$ cat config.mk
export PLATFORM = sky130hd
export DESIGN_NAME = hist_update_ctrl_flat
export DESIGN_NICKNAME = d
export VERILOG_FILES = /design/src/rtl/hist_update_ctrl_if.sv /design/src/rtl/hist_update_ctrl.sv /design/src/flat_wrapper.sv
export SDC_FILE = /design/constraint.sdc
export NUM_CORES = 1
export LEC_CHECK = 0
export CAP_MARGIN = 20
export CELL_PAD_IN_SITES_DETAIL_PLACEMENT = 0
export CELL_PAD_IN_SITES_GLOBAL_PLACEMENT = 2
export CORE_AREA = 8 8 104 144
export CTS_CLUSTER_DIAMETER = 40
export DETAILED_ROUTE_END_ITERATION = 10
export DIE_AREA = 0 0 112 152
export DONT_BUFFER_PORTS = 1
export GPL_TIMING_DRIVEN = 0
export HOLD_SLACK_MARGIN = 0.05
export MAX_ROUTING_LAYER = met4
export PLACE_DENSITY = 0.77
export SLEW_MARGIN = 20
export SYNTH_ARGS = -nofsm -noshare
export SYNTH_HDL_FRONTEND = slang
export SYNTH_SLANG_ARGS = --single-unit
$ cat constraint.sdc
create_clock -name clk -period 5.4 [get_ports clk]
set_input_delay 0.54 -clock clk [delete_from_list [all_inputs] [get_ports clk]]
set_output_delay 0.54 -clock clk [all_outputs]
set_load 0.1 [all_outputs]
$ cat src/rtl/hist_update_ctrl_if.sv
// Signal bundle between the histogram update controller, its sample
// source, the host readout path and the 32-bit register bank.
// Optional macro HIST_WEIGHT_EN adds the per-sample weight input.
interface hist_update_ctrl_if #(
  parameter int ADDR_W = 4,
  parameter int DATA_W = 32
`ifdef HIST_WEIGHT_EN
  , parameter int WEIGHT_W = 8
`endif
);

  logic              run_en;
  logic              in_valid;
  logic              in_ready;
  logic [ADDR_W-1:0] in_bin;
`ifdef HIST_WEIGHT_EN
  logic [WEIGHT_W-1:0] in_weight;
`endif
  logic              host_rd_req;
  logic [ADDR_W-1:0] host_rd_addr;
  logic              host_rd_valid;
  logic [DATA_W-1:0] host_rd_data;
  logic              clr_start;
  logic              clr_busy;
  logic              clr_done;
  logic [ADDR_W-1:0] bank_raddr;
  logic [DATA_W-1:0] bank_rdata;
  logic              bank_we;
  logic [ADDR_W-1:0] bank_waddr;
  logic [DATA_W-1:0] bank_wdata;
  logic [DATA_W-1:0] total_count;
  logic              sat_flag;

  // Environment side: sample source, host, clear command and the bank.
  modport master (
    output run_en, in_valid, in_bin,
`ifdef HIST_WEIGHT_EN
    output in_weight,
`endif
    output host_rd_req, host_rd_addr, clr_start, bank_rdata,
    input  in_ready, host_rd_valid, host_rd_data, clr_busy, clr_done,
    input  bank_raddr, bank_we, bank_waddr, bank_wdata, total_count, sat_flag
  );

  // Controller side.
  modport slave (
    input  run_en, in_valid, in_bin,
`ifdef HIST_WEIGHT_EN
    input  in_weight,
`endif
    input  host_rd_req, host_rd_addr, clr_start, bank_rdata,
    output in_ready, host_rd_valid, host_rd_data, clr_busy, clr_done,
    output bank_raddr, bank_we, bank_waddr, bank_wdata, total_count, sat_flag
  );

endinterface

$ cat src/rtl/hist_update_ctrl.sv
// Histogram update controller: read-modify-write increment of bank bins
// from a sample stream, host readout sharing the single read port, and a
// full-bank clear sweep. Optional macro HIST_WEIGHT_EN replaces the fixed
// increment of 1 with a per-sample weight.
module hist_update_ctrl #(
  parameter int ADDR_W = 4,
  parameter int DATA_W = 32
`ifdef HIST_WEIGHT_EN
  , parameter int WEIGHT_W = 8
`endif
) (
  input  logic              clk,
  input  logic              clr,
  hist_update_ctrl_if.slave bus
);

  localparam int NUM_BINS = 2 ** ADDR_W;
  localparam logic [ADDR_W-1:0] LAST_ADDR = ADDR_W'(NUM_BINS - 1);

  typedef enum logic [1:0] {IDLE, RUN, CLR_WAIT, CLR_SWEEP} state_t;

  state_t            r_state;
  state_t            w_nextState;
  logic              r_s1Valid;
  logic [ADDR_W-1:0] r_s1Bin;
`ifdef HIST_WEIGHT_EN
  logic [WEIGHT_W-1:0] r_s1Weight;
`endif
  logic [ADDR_W-1:0] r_sweepAddr;
  logic              r_hostRdValid;
  logic [DATA_W-1:0] r_hostRdData;
  logic              r_clrDone;
  logic [DATA_W-1:0] r_totalCount;
  logic              r_satFlag;

  logic              w_clrActive;
  logic              w_inReady;
  logic              w_handshake;
  logic              w_hostGrant;
  logic              w_sweepEntry;
  logic              w_sweepLast;
  logic [DATA_W-1:0] w_s1Inc;
  logic [DATA_W-1:0] w_sampleInc;
  logic [DATA_W:0]   w_binSum;
  logic [DATA_W:0]   w_totalSum;
  logic              w_binOvf;
  logic [DATA_W-1:0] w_binNext;
  logic [DATA_W-1:0] w_totalNext;

`ifdef HIST_WEIGHT_EN
  assign w_s1Inc     = DATA_W'(r_s1Weight);
  assign w_sampleInc = DATA_W'(bus.in_weight);
`else
  assign w_s1Inc     = DATA_W'(1);
  assign w_sampleInc = DATA_W'(1);
`endif

  assign w_clrActive  = (r_state == CLR_WAIT) || (r_state == CLR_SWEEP);
  assign w_inReady    = (r_state == RUN) && !bus.host_rd_req && !bus.clr_start;
  assign w_handshake  = bus.in_valid && w_inReady;
  assign w_hostGrant  = bus.host_rd_req && !r_s1Valid && !r_hostRdValid && !w_clrActive;
  assign w_sweepEntry = (r_state == CLR_WAIT) && !r_s1Valid;
  assign w_sweepLast  = (r_state == CLR_SWEEP) && (r_sweepAddr == LAST_ADDR);

  // Saturating adders: an extra carry bit flags overflow past all-ones.
  assign w_binSum    = {1'b0, bus.bank_rdata} + {1'b0, w_s1Inc};
  assign w_binOvf    = w_binSum[DATA_W];
  assign w_binNext   = w_binOvf ? '1 : w_binSum[DATA_W-1:0];
  assign w_totalSum  = {1'b0, r_totalCount} + {1'b0, w_sampleInc};
  assign w_totalNext = w_totalSum[DATA_W] ? '1 : w_totalSum[DATA_W-1:0];

  // State register.
  always_ff @(posedge clk) begin
    if (clr) r_state <= IDLE;
    else     r_state <= w_nextState;
  end

  // Next state: a clear command outranks run/idle changes; the sweep waits for S1 to drain.
  always_comb begin
    w_nextState = r_state;
    case (r_state)
      IDLE: begin
        if (bus.clr_start)   w_nextState = CLR_WAIT;
        else if (bus.run_en) w_nextState = RUN;
      end
      RUN: begin
        if (bus.clr_start)    w_nextState = CLR_WAIT;
        else if (!bus.run_en) w_nextState = IDLE;
      end
      CLR_WAIT: begin
        if (!r_s1Valid) w_nextState = CLR_SWEEP;
      end
      CLR_SWEEP: begin
        if (w_sweepLast) w_nextState = IDLE;
      end
      default: w_nextState = IDLE;
    endcase
  end

  // Bank port steering: sweep writes zeros, S1 does read-modify-write, otherwise host may read.
  always_comb begin
    bus.bank_raddr = '0;
    bus.bank_we    = 1'b0;
    bus.bank_waddr = '0;
    bus.bank_wdata = '0;
    if (r_state == CLR_SWEEP) begin
      bus.bank_we    = 1'b1;
      bus.bank_waddr = r_sweepAddr;
    end else if (r_s1Valid) begin
      bus.bank_raddr = r_s1Bin;
      bus.bank_we    = 1'b1;
      bus.bank_waddr = r_s1Bin;
      bus.bank_wdata = w_binNext;
    end else if (w_hostGrant) begin
      bus.bank_raddr = bus.host_rd_addr;
    end
  end

  // Stage S1 captures each accepted sample for its update one cycle later.
  always_ff @(posedge clk) begin
    if (clr) begin
      r_s1Valid <= 1'b0;
      r_s1Bin   <= '0;
`ifdef HIST_WEIGHT_EN
      r_s1Weight <= '0;
`endif
    end else begin
      r_s1Valid <= w_handshake;
      if (w_handshake) begin
        r_s1Bin <= bus.in_bin;
`ifdef HIST_WEIGHT_EN
        r_s1Weight <= bus.in_weight;
`endif
      end
    end
  end

  // Sweep address restarts at zero on entry and walks one bin per cycle.
  always_ff @(posedge clk) begin
    if (clr)                       r_sweepAddr <= '0;
    else if (w_sweepEntry)         r_sweepAddr <= '0;
    else if (r_state == CLR_SWEEP) r_sweepAddr <= r_sweepAddr + 1'b1;
  end

  // Host readout: data registered from the bank in the grant cycle, valid for one cycle.
  always_ff @(posedge clk) begin
    if (clr) begin
      r_hostRdValid <= 1'b0;
      r_hostRdData  <= '0;
    end else begin
      r_hostRdValid <= w_hostGrant;
      if (w_hostGrant) r_hostRdData <= bus.bank_rdata;
    end
  end

  // Done pulse follows the write to the last bin.
  always_ff @(posedge clk) begin
    if (clr) r_clrDone <= 1'b0;
    else     r_clrDone <= w_sweepLast;
  end

  // Sample total and sticky saturation flag; both restart when a sweep begins.
  always_ff @(posedge clk) begin
    if (clr) begin
      r_totalCount <= '0;
      r_satFlag    <= 1'b0;
    end else if (w_sweepEntry) begin
      r_totalCount <= '0;
      r_satFlag    <= 1'b0;
    end else begin
      if (w_handshake) r_totalCount <= w_totalNext;
      if (r_s1Valid && (r_state != CLR_SWEEP) && w_binOvf) r_satFlag <= 1'b1;
    end
  end

  assign bus.in_ready      = w_inReady;
  assign bus.host_rd_valid = r_hostRdValid;
  assign bus.host_rd_data  = r_hostRdData;
  assign bus.clr_busy      = w_clrActive;
  assign bus.clr_done      = r_clrDone;
  assign bus.total_count   = r_totalCount;
  assign bus.sat_flag      = r_satFlag;

endmodule

$ cat src/flat_wrapper.sv
// flat-port wrapper written by rule: the top's interface ports become plain ports
module hist_update_ctrl_flat 
#(
  parameter int ADDR_W = 4,
  parameter int DATA_W = 32

)
  (clk, clr, bus_run_en, bus_in_valid, bus_in_bin, bus_host_rd_req, bus_host_rd_addr, bus_clr_start, bus_bank_rdata, bus_in_ready, bus_host_rd_valid, bus_host_rd_data, bus_clr_busy, bus_clr_done, bus_bank_raddr, bus_bank_we, bus_bank_waddr, bus_bank_wdata, bus_total_count, bus_sat_flag);
  hist_update_ctrl_if #(.ADDR_W(ADDR_W), .DATA_W(DATA_W)) bus_i ();
  input  logic clk;
  input  logic clr;
  input wire logic [$bits(bus_i.run_en)-1:0] bus_run_en;
  input wire logic [$bits(bus_i.in_valid)-1:0] bus_in_valid;
  input wire logic [$bits(bus_i.in_bin)-1:0] bus_in_bin;
  input wire logic [$bits(bus_i.host_rd_req)-1:0] bus_host_rd_req;
  input wire logic [$bits(bus_i.host_rd_addr)-1:0] bus_host_rd_addr;
  input wire logic [$bits(bus_i.clr_start)-1:0] bus_clr_start;
  input wire logic [$bits(bus_i.bank_rdata)-1:0] bus_bank_rdata;
  output wire logic [$bits(bus_i.in_ready)-1:0] bus_in_ready;
  output wire logic [$bits(bus_i.host_rd_valid)-1:0] bus_host_rd_valid;
  output wire logic [$bits(bus_i.host_rd_data)-1:0] bus_host_rd_data;
  output wire logic [$bits(bus_i.clr_busy)-1:0] bus_clr_busy;
  output wire logic [$bits(bus_i.clr_done)-1:0] bus_clr_done;
  output wire logic [$bits(bus_i.bank_raddr)-1:0] bus_bank_raddr;
  output wire logic [$bits(bus_i.bank_we)-1:0] bus_bank_we;
  output wire logic [$bits(bus_i.bank_waddr)-1:0] bus_bank_waddr;
  output wire logic [$bits(bus_i.bank_wdata)-1:0] bus_bank_wdata;
  output wire logic [$bits(bus_i.total_count)-1:0] bus_total_count;
  output wire logic [$bits(bus_i.sat_flag)-1:0] bus_sat_flag;
  assign bus_i.run_en = bus_run_en;
  assign bus_i.in_valid = bus_in_valid;
  assign bus_i.in_bin = bus_in_bin;
  assign bus_i.host_rd_req = bus_host_rd_req;
  assign bus_i.host_rd_addr = bus_host_rd_addr;
  assign bus_i.clr_start = bus_clr_start;
  assign bus_i.bank_rdata = bus_bank_rdata;
  assign bus_in_ready = bus_i.in_ready;
  assign bus_host_rd_valid = bus_i.host_rd_valid;
  assign bus_host_rd_data = bus_i.host_rd_data;
  assign bus_clr_busy = bus_i.clr_busy;
  assign bus_clr_done = bus_i.clr_done;
  assign bus_bank_raddr = bus_i.bank_raddr;
  assign bus_bank_we = bus_i.bank_we;
  assign bus_bank_waddr = bus_i.bank_waddr;
  assign bus_bank_wdata = bus_i.bank_wdata;
  assign bus_total_count = bus_i.total_count;
  assign bus_sat_flag = bus_i.sat_flag;
  hist_update_ctrl #(.ADDR_W(ADDR_W), .DATA_W(DATA_W)) u_core (.clk(clk), .clr(clr), .bus(bus_i));
endmodule
==> results of run 1 <==
-- kinds of logic after synthesis --
logic type	after synthesis
AND/OR/NAND/NOR	233
AO/OA/AOI/OAI	118
flip-flops	78
XOR/XNOR	53
buffers and inverters	38
adder cells (fa/ha/maj)	3
multiplexers	1
-- sequential cells by signal (all words and copies together) (netlist names) --
register	flops
u_core.bus.host_rd_data	32
u_core.bus.total_count	32
u_core.r_s1Bin	4
u_core.r_sweepAddr	4
u_core.r_state	2
u_core.bus.clr_done	1
u_core.bus.host_rd_valid	1
u_core.bus.sat_flag	1
u_core.r_s1Valid	1
-- cell type report --
cell class                 count  share of cell area (%)
multi-input combinational    408                    52.5
sequential                    78                    31.0
clock buffer                   9                    4.47
tap                          153                    3.80
timing repair buffer           8                    2.81
clock inverter                 7                    2.43
buffer                        30                    2.41
inverter                       8                   0.596
-- power by group --
group,total (mW),switching [mW],internal [mW]
registers,0.709,0.118,0.591
logic,0.120,0.0889,0.0314
clock network,0.708,0.255,0.453
-- stage by stage --
stage          util (%)  hold slack [ns]  area (um2)  instances  total power [mW]
2_1_floorplan         -            0.437        4030        524             0.806
3_3_place_gp       33.1            0.446        4220        677             0.832
3_5_place_dp       36.3            0.448        4630        683             0.844
4_1_cts            39.0            0.316        4970        699              1.57
5_1_grt            39.5            0.322        5040        701              1.60
6_report           39.5            0.334        5040        701              1.54
-- synthesized netlist by cell type, drive strengths merged (2+ instances only) --
| cell | count |
|---|---|
| or4b | 2 |
| nand2 | 107 |
| nand3 | 21 |
| and4b | 2 |
| inv | 8 |
| nor2 | 26 |
| and2 | 6 |
| xor2 | 31 |
| o21bai | 2 |
| nor3 | 12 |
| and4 | 6 |
| nor4b | 2 |
| a211oi | 4 |
| and3 | 13 |
| nor4 | 9 |
| or2 | 2 |
| dfxtp | 78 |
| nand4 | 21 |
| a31oi | 2 |
| clkbuf | 26 |
| a22o | 6 |
| buf | 4 |
| ha | 3 |
| xnor2 | 22 |
| a21oi | 100 |
-- routing by layer --
layer | share of wire, % | vias to the layer above | routed length (um)
met2 | 50 | 134 | 7130
li1 | - | 1861 | -
met4 | 2.7 | 0 | 390
met1 | 36 | 1774 | 5120
met5 | 0 | - | 0
met3 | 11 | 18 | 1540
-- worst max-delay path by stage --
stage | startpoint | to | slack [ns] | depth (start not counted)
2_1_floorplan | bus_bank_rdata[0] | bus_bank_wdata[26] | 0.99 | 6
3_3_place_gp | bus_bank_rdata[15] | bus_bank_wdata[26] | 0.52 | 5
3_5_place_dp | bus_bank_rdata[15] | bus_bank_wdata[13] | 0.82 | 6
4_1_cts | bus_bank_rdata[15] | bus_bank_wdata[13] | 0.79 | 6
5_1_grt | bus_bank_rdata[15] | bus_bank_wdata[7] | 0.51 | 6
6_report | bus_bank_rdata[15] | bus_bank_wdata[7] | 0.76 | 6
-- worst reg2reg max path: cells and delay by family, from the launching register on --
kind            cells  cell delay (ns)
compound gates      1             0.15
buf+inv             2             0.41
flops               1             1.08
simple gates        4             1.70
==> flow_summary.toml, run 1 <==
[setup_path]
reg2reg_from = "u_core.bus.total_count[4]"
cp.required_ns = 4.86
critical_path_class = "primary input to primary output"
cp_max_fo = 10
r2r_cells = 7
cp-start-kind = "primary input"
r2r_slack_ns = 2.00
path_delay_family = "simple AND/OR/NAND/NOR gates"
cpMaxStageDelayCell = "a21oi_2"
r2r_end = "u_core.bus.total_count[19]"
critPathCaptureType = "primary output"
cp.arrival_ns = 4.10
crit_chain = "nand4_2 -> nor4_1 -> nor3b_2 -> nand2_1 -> clkbuf_1 -> a21oi_2"
cp_slowest_stage_delay_ns = 1.08
critPathBufInv = 1

[timing]
final.min_clock_period_ns = 4.64
fmax_mhz = 215
setup_viol = 0
grt_setup_unrepaired = "false"
fin_ws_ns = 0.758
finalSetupTns_ns = 0
relSlewSlack_pct = 21.1
period_share_pct = 86.0
drv_slew = 0
clock_skew_ns = 0.00692
worstMarginPinSlew_ns = 1.18
hold_violations = 0

[detailed_routing]
drt_first_pass_iters = 4
routed_wl_mm = 14.2
postRouteAntennaNets = 0
drcViolationCount = 0
avgRoutedWirePerCell_um = 20.2
drt_iter0_drc = 182
via_count = 3787
vias_per_cell = 5.40

[floorplanning]
dieArea_um2 = 17000
dieHeight_um = 152
initial_core_util_pct = 31.6
num_rows = 49
core_um2 = 12800
io_pins = 156
die_w_um = 112

[grt]
grt_use_met1_pct = 16.4
grt.total_usage_pct = 17.1
grt_max_degree = 15
busiest_layer = "met2"
grt_use_met3_pct = 8.61
met2_usage_pct = 28.7
grt_pass1_vias = 3880
grt_pass1_wl_mm = 22.3
grt_antenna_before_repair = 0
grt_overflow = 0

[synth]
syn_nets = 573
async_reset_ff_share_pct = 0
synthXorXnorAreaFrac_pct = 11.5
synthFlopType = "dfxtp_1"
synth_area_um2 = 4030
ys_warn_count = 0
yosys.area_share.simple_pct = 28.9
avgSynthCellArea_um2 = 7.69
synth_top_cell_area_share_pct = 38.8
yosysTopAreaCell = "dfxtp_1"
synth_top_family_by_area = "simple AND/OR/NAND/NOR gates"
synth_edf_count = 0
synth_fa_ha_area_share_pct = 0.932
synth_compound_area_share_pct = 16.0
ys_seq_area_share_pct = 38.8
yosysUniqueCellTypes = 38
synth_mux_area_share_pct = 0.248
ys_ff_latch = 78
synth.area.top_cells = "dfxtp_1 39%, a21oi_1 12%, nand2_1 9.9%, xor2_1 6.7%, xnor2_1 4.8%"
syn-instance-count = 524

[place]
pre_cts_slack_ns = 0.818
routabilityCongestion = 0.789
io_buffers = 0
place.detailed.hpwl_mm = 11.3

[power_and_ir_drop]
power.density_nw_per_um2 = 305
p_leak_nw = 1.61
ir_drop_mv = 0.172

[cts]
clkSlewWorstSetupHoldPaths_ns = 0.07
cts_root_buffer = "clkbuf_16"
cts_htree_levels = 3
cts_resized = 0
insertion_delay_ns = 0.33
holdBufCountCts = 0
cts_tree = "built"
clock_path_buffers = 2
clock_sinks = 78
numCtsBuffers = 9
post-cts-setup-buffers = 0

[job]
max-cap-violations = 0

[min_path]
hold-path-endpoint = "u_core.bus.host_rd_data[28]"
hp-start = "bus_bank_rdata[28]"
hp-class = "primary input to register"
min_path_cells = 2

[final_layout]
diodes = 0
post_route_cells_drive_above_1_share_pct = 13.9
ff_latch_area_um2 = 1560
nets = 592
multi_input_area_um2 = 2640
areaGrowthSynthToFinish_pct = 25.0
fillers = 1321
final_cell_mix = "106 x nand2_1, 78 x dfxtp_1, 73 x a21oi_1"
mostFrequentLayoutCell = "nand2_1"

[run_status]
status = "completed"
No activity file was read; power rests on OpenSTA's default activity.
==> run 2, diff against run 1 <==
==> constraint.sdc (replaced) <==
create_clock -name clk -period 5.4 [get_ports clk]
set_input_delay 0.81 -clock clk [delete_from_list [all_inputs] [get_ports clk]]
set_output_delay 0.81 -clock clk [all_outputs]
set_load 0.1 [all_outputs]
==> run 2 against run 1 <==
Via count about the same. Die area unchanged. Highest routed layer unchanged. Count of clock-buffer cells in the layout unchanged. Worst setup slack worse by 0.23 ns. Critical path type unchanged. Wire length up 0.25%. Critical path depth unchanged. Sequential cell count unchanged. First-iteration DRC count up 8.2%.
==> flow_summary.toml, run 2 (same netlist as run 1, synthesis figures left out) <==
[run_status]
status = "completed"

[timing]
final.min_clock_period_ns = 4.87
setup_viol = 0
fmax_mhz = 205
worstMarginPinSlew_ns = 1.16
hold_violations = 0
period_share_pct = 90.2
hold_ws_ns = 0.455
drv_slew = 0
fin_ws_ns = 0.528
clock_skew_ns = 0.00728
relSlewSlack_pct = 22.3
grt_setup_unrepaired = "false"

[setup_path]
cp.arrival_ns = 4.06
cp.required_ns = 4.59
cpMaxStageDelayCell = "a21oi_4"
crit_chain = "nand4_2 -> nor4_1 -> nor3b_2 -> nand2_1 -> clkbuf_1 -> a21oi_4"
critical_path_class = "primary input to primary output"
r2r_cells = 7
cp-start-kind = "primary input"
critPathCaptureType = "primary output"
cp_slowest_stage_delay_ns = 0.75
cp_max_fo = 10

[detailed_routing]
drt_iter0_drc = 197
drt_first_pass_iters = 4
vias_per_cell = 5.40
postRouteAntennaNets = 0
routed_wl_mm = 14.2
drcViolationCount = 0
avgRoutedWirePerCell_um = 20.3
via_count = 3785

[cts]
numCtsBuffers = 9
clkSlewWorstSetupHoldPaths_ns = 0.06
cts_htree_levels = 3
cts_root_buffer = "clkbuf_16"
clock_path_buffers = 2
cts_tree = "built"
insertion_delay_ns = 0.33
clock_sinks = 78

[floorplanning]
io_pins = 156
core_um2 = 12800
die_w_um = 112
dieArea_um2 = 17000
num_rows = 49
dieHeight_um = 152
initial_core_util_pct = 31.6

[grt]
grt.total_usage_pct = 17.1
grt_max_degree = 15
grt_overflow = 0
grt_pass1_wl_mm = 22.3
grt_antenna_before_repair = 0
grt_pass1_vias = 3880

[final_layout]
mostFrequentLayoutCell = "nand2_1"
final_cell_mix = "106 x nand2_1, 78 x dfxtp_1, 73 x a21oi_1"
nets = 592
post_route_cells_drive_above_1_share_pct = 13.9
final_area_um2 = 5040
areaGrowthSynthToFinish_pct = 25.2
diodes = 0
fin_util_pct = 39.6
fillers = 1322

[power_and_ir_drop]
ir_drop_mv = 0.172
intPower_mw = 1.08
p_leak_nw = 1.61
seq_power_share_pct = 46.1
power.density_nw_per_um2 = 305
clockPowerShare_pct = 46.1
p_sw_mw = 0.463
power_mw = 1.54
p_sw_share_pct = 30.1
p_comb_share_pct = 7.8

[min_path]
min_path_cells = 2
hp-class = "register to register"

[place]
pre_cts_slack_ns = 0.278
place.detailed.hpwl_mm = 11.3
io_buffers = 0
routabilityCongestion = 0.789
place_area_um2 = 4630

[job]
max-cap-violations = 0
run 2: critical path: cells and delay by family:
kind,cells,cell delay (ns)
buffers and inverters,1,0.56
AO/OA/AOI/OAI,1,0.75
AND/OR/NAND/NOR,4,1.92
run 2: power groups by stage:
stage	combinational, mW	clock, mW	sequential, mW
3_3_place_gp	0.109	0	0.722
5_1_grt	0.133	0.758	0.712
2_1_floorplan	0.0905	0	0.716
3_5_place_dp	0.122	0	0.722
4_1_cts	0.122	0.734	0.710
6_report	0.121	0.709	0.709
run 2: final timing paths:
check / from / to / slack [ns]
min: u_core.r_s1Bin[0] / u_core.r_s1Bin[0] / 0.46
min reg2reg: u_core.r_s1Bin[0] / u_core.r_s1Bin[0] / 0.46
max reg2reg: u_core.bus.total_count[4] / u_core.bus.total_count[19] / 2.00
max: bus_bank_rdata[15] / bus_bank_wdata[14] / 0.53
run 2: through the flow:
stage	setup TNS, ns	std cells
after CTS	0	699
final	0	701
after global placement	-0.0284	677
after detailed placement	0	683
after global routing	0	701
after floorplan	0	524
run 2: repair_timing:
item / 4_1_cts / 5_1_grt
endpoints found under the setup margin: 0 / 1
gates resized for setup: 0 / 1
hold buffers: 0 / 0
setup buffers: 0 / 0
run 2: routing by layer:
metal  GRT usage [%]  up-vias  wire [um]
li1                -     1862          -
met5               -        -          0
met2            28.7      133       7200
met4            7.29        0        390
met3            8.61       18       1550
met1            16.4     1772       5080
run 2: cell type report:
type	count	area, um2	area share, %
clock inverters	7	123	2.43
clock buffers	9	225	4.46
well taps	153	191	3.79
multi-input cells	408	2650	52.6
plain buffers	30	121	2.41
flip-flops and latches	78	1560	31.0
repair buffers	8	141	2.80
inverters	8	30.0	0.595
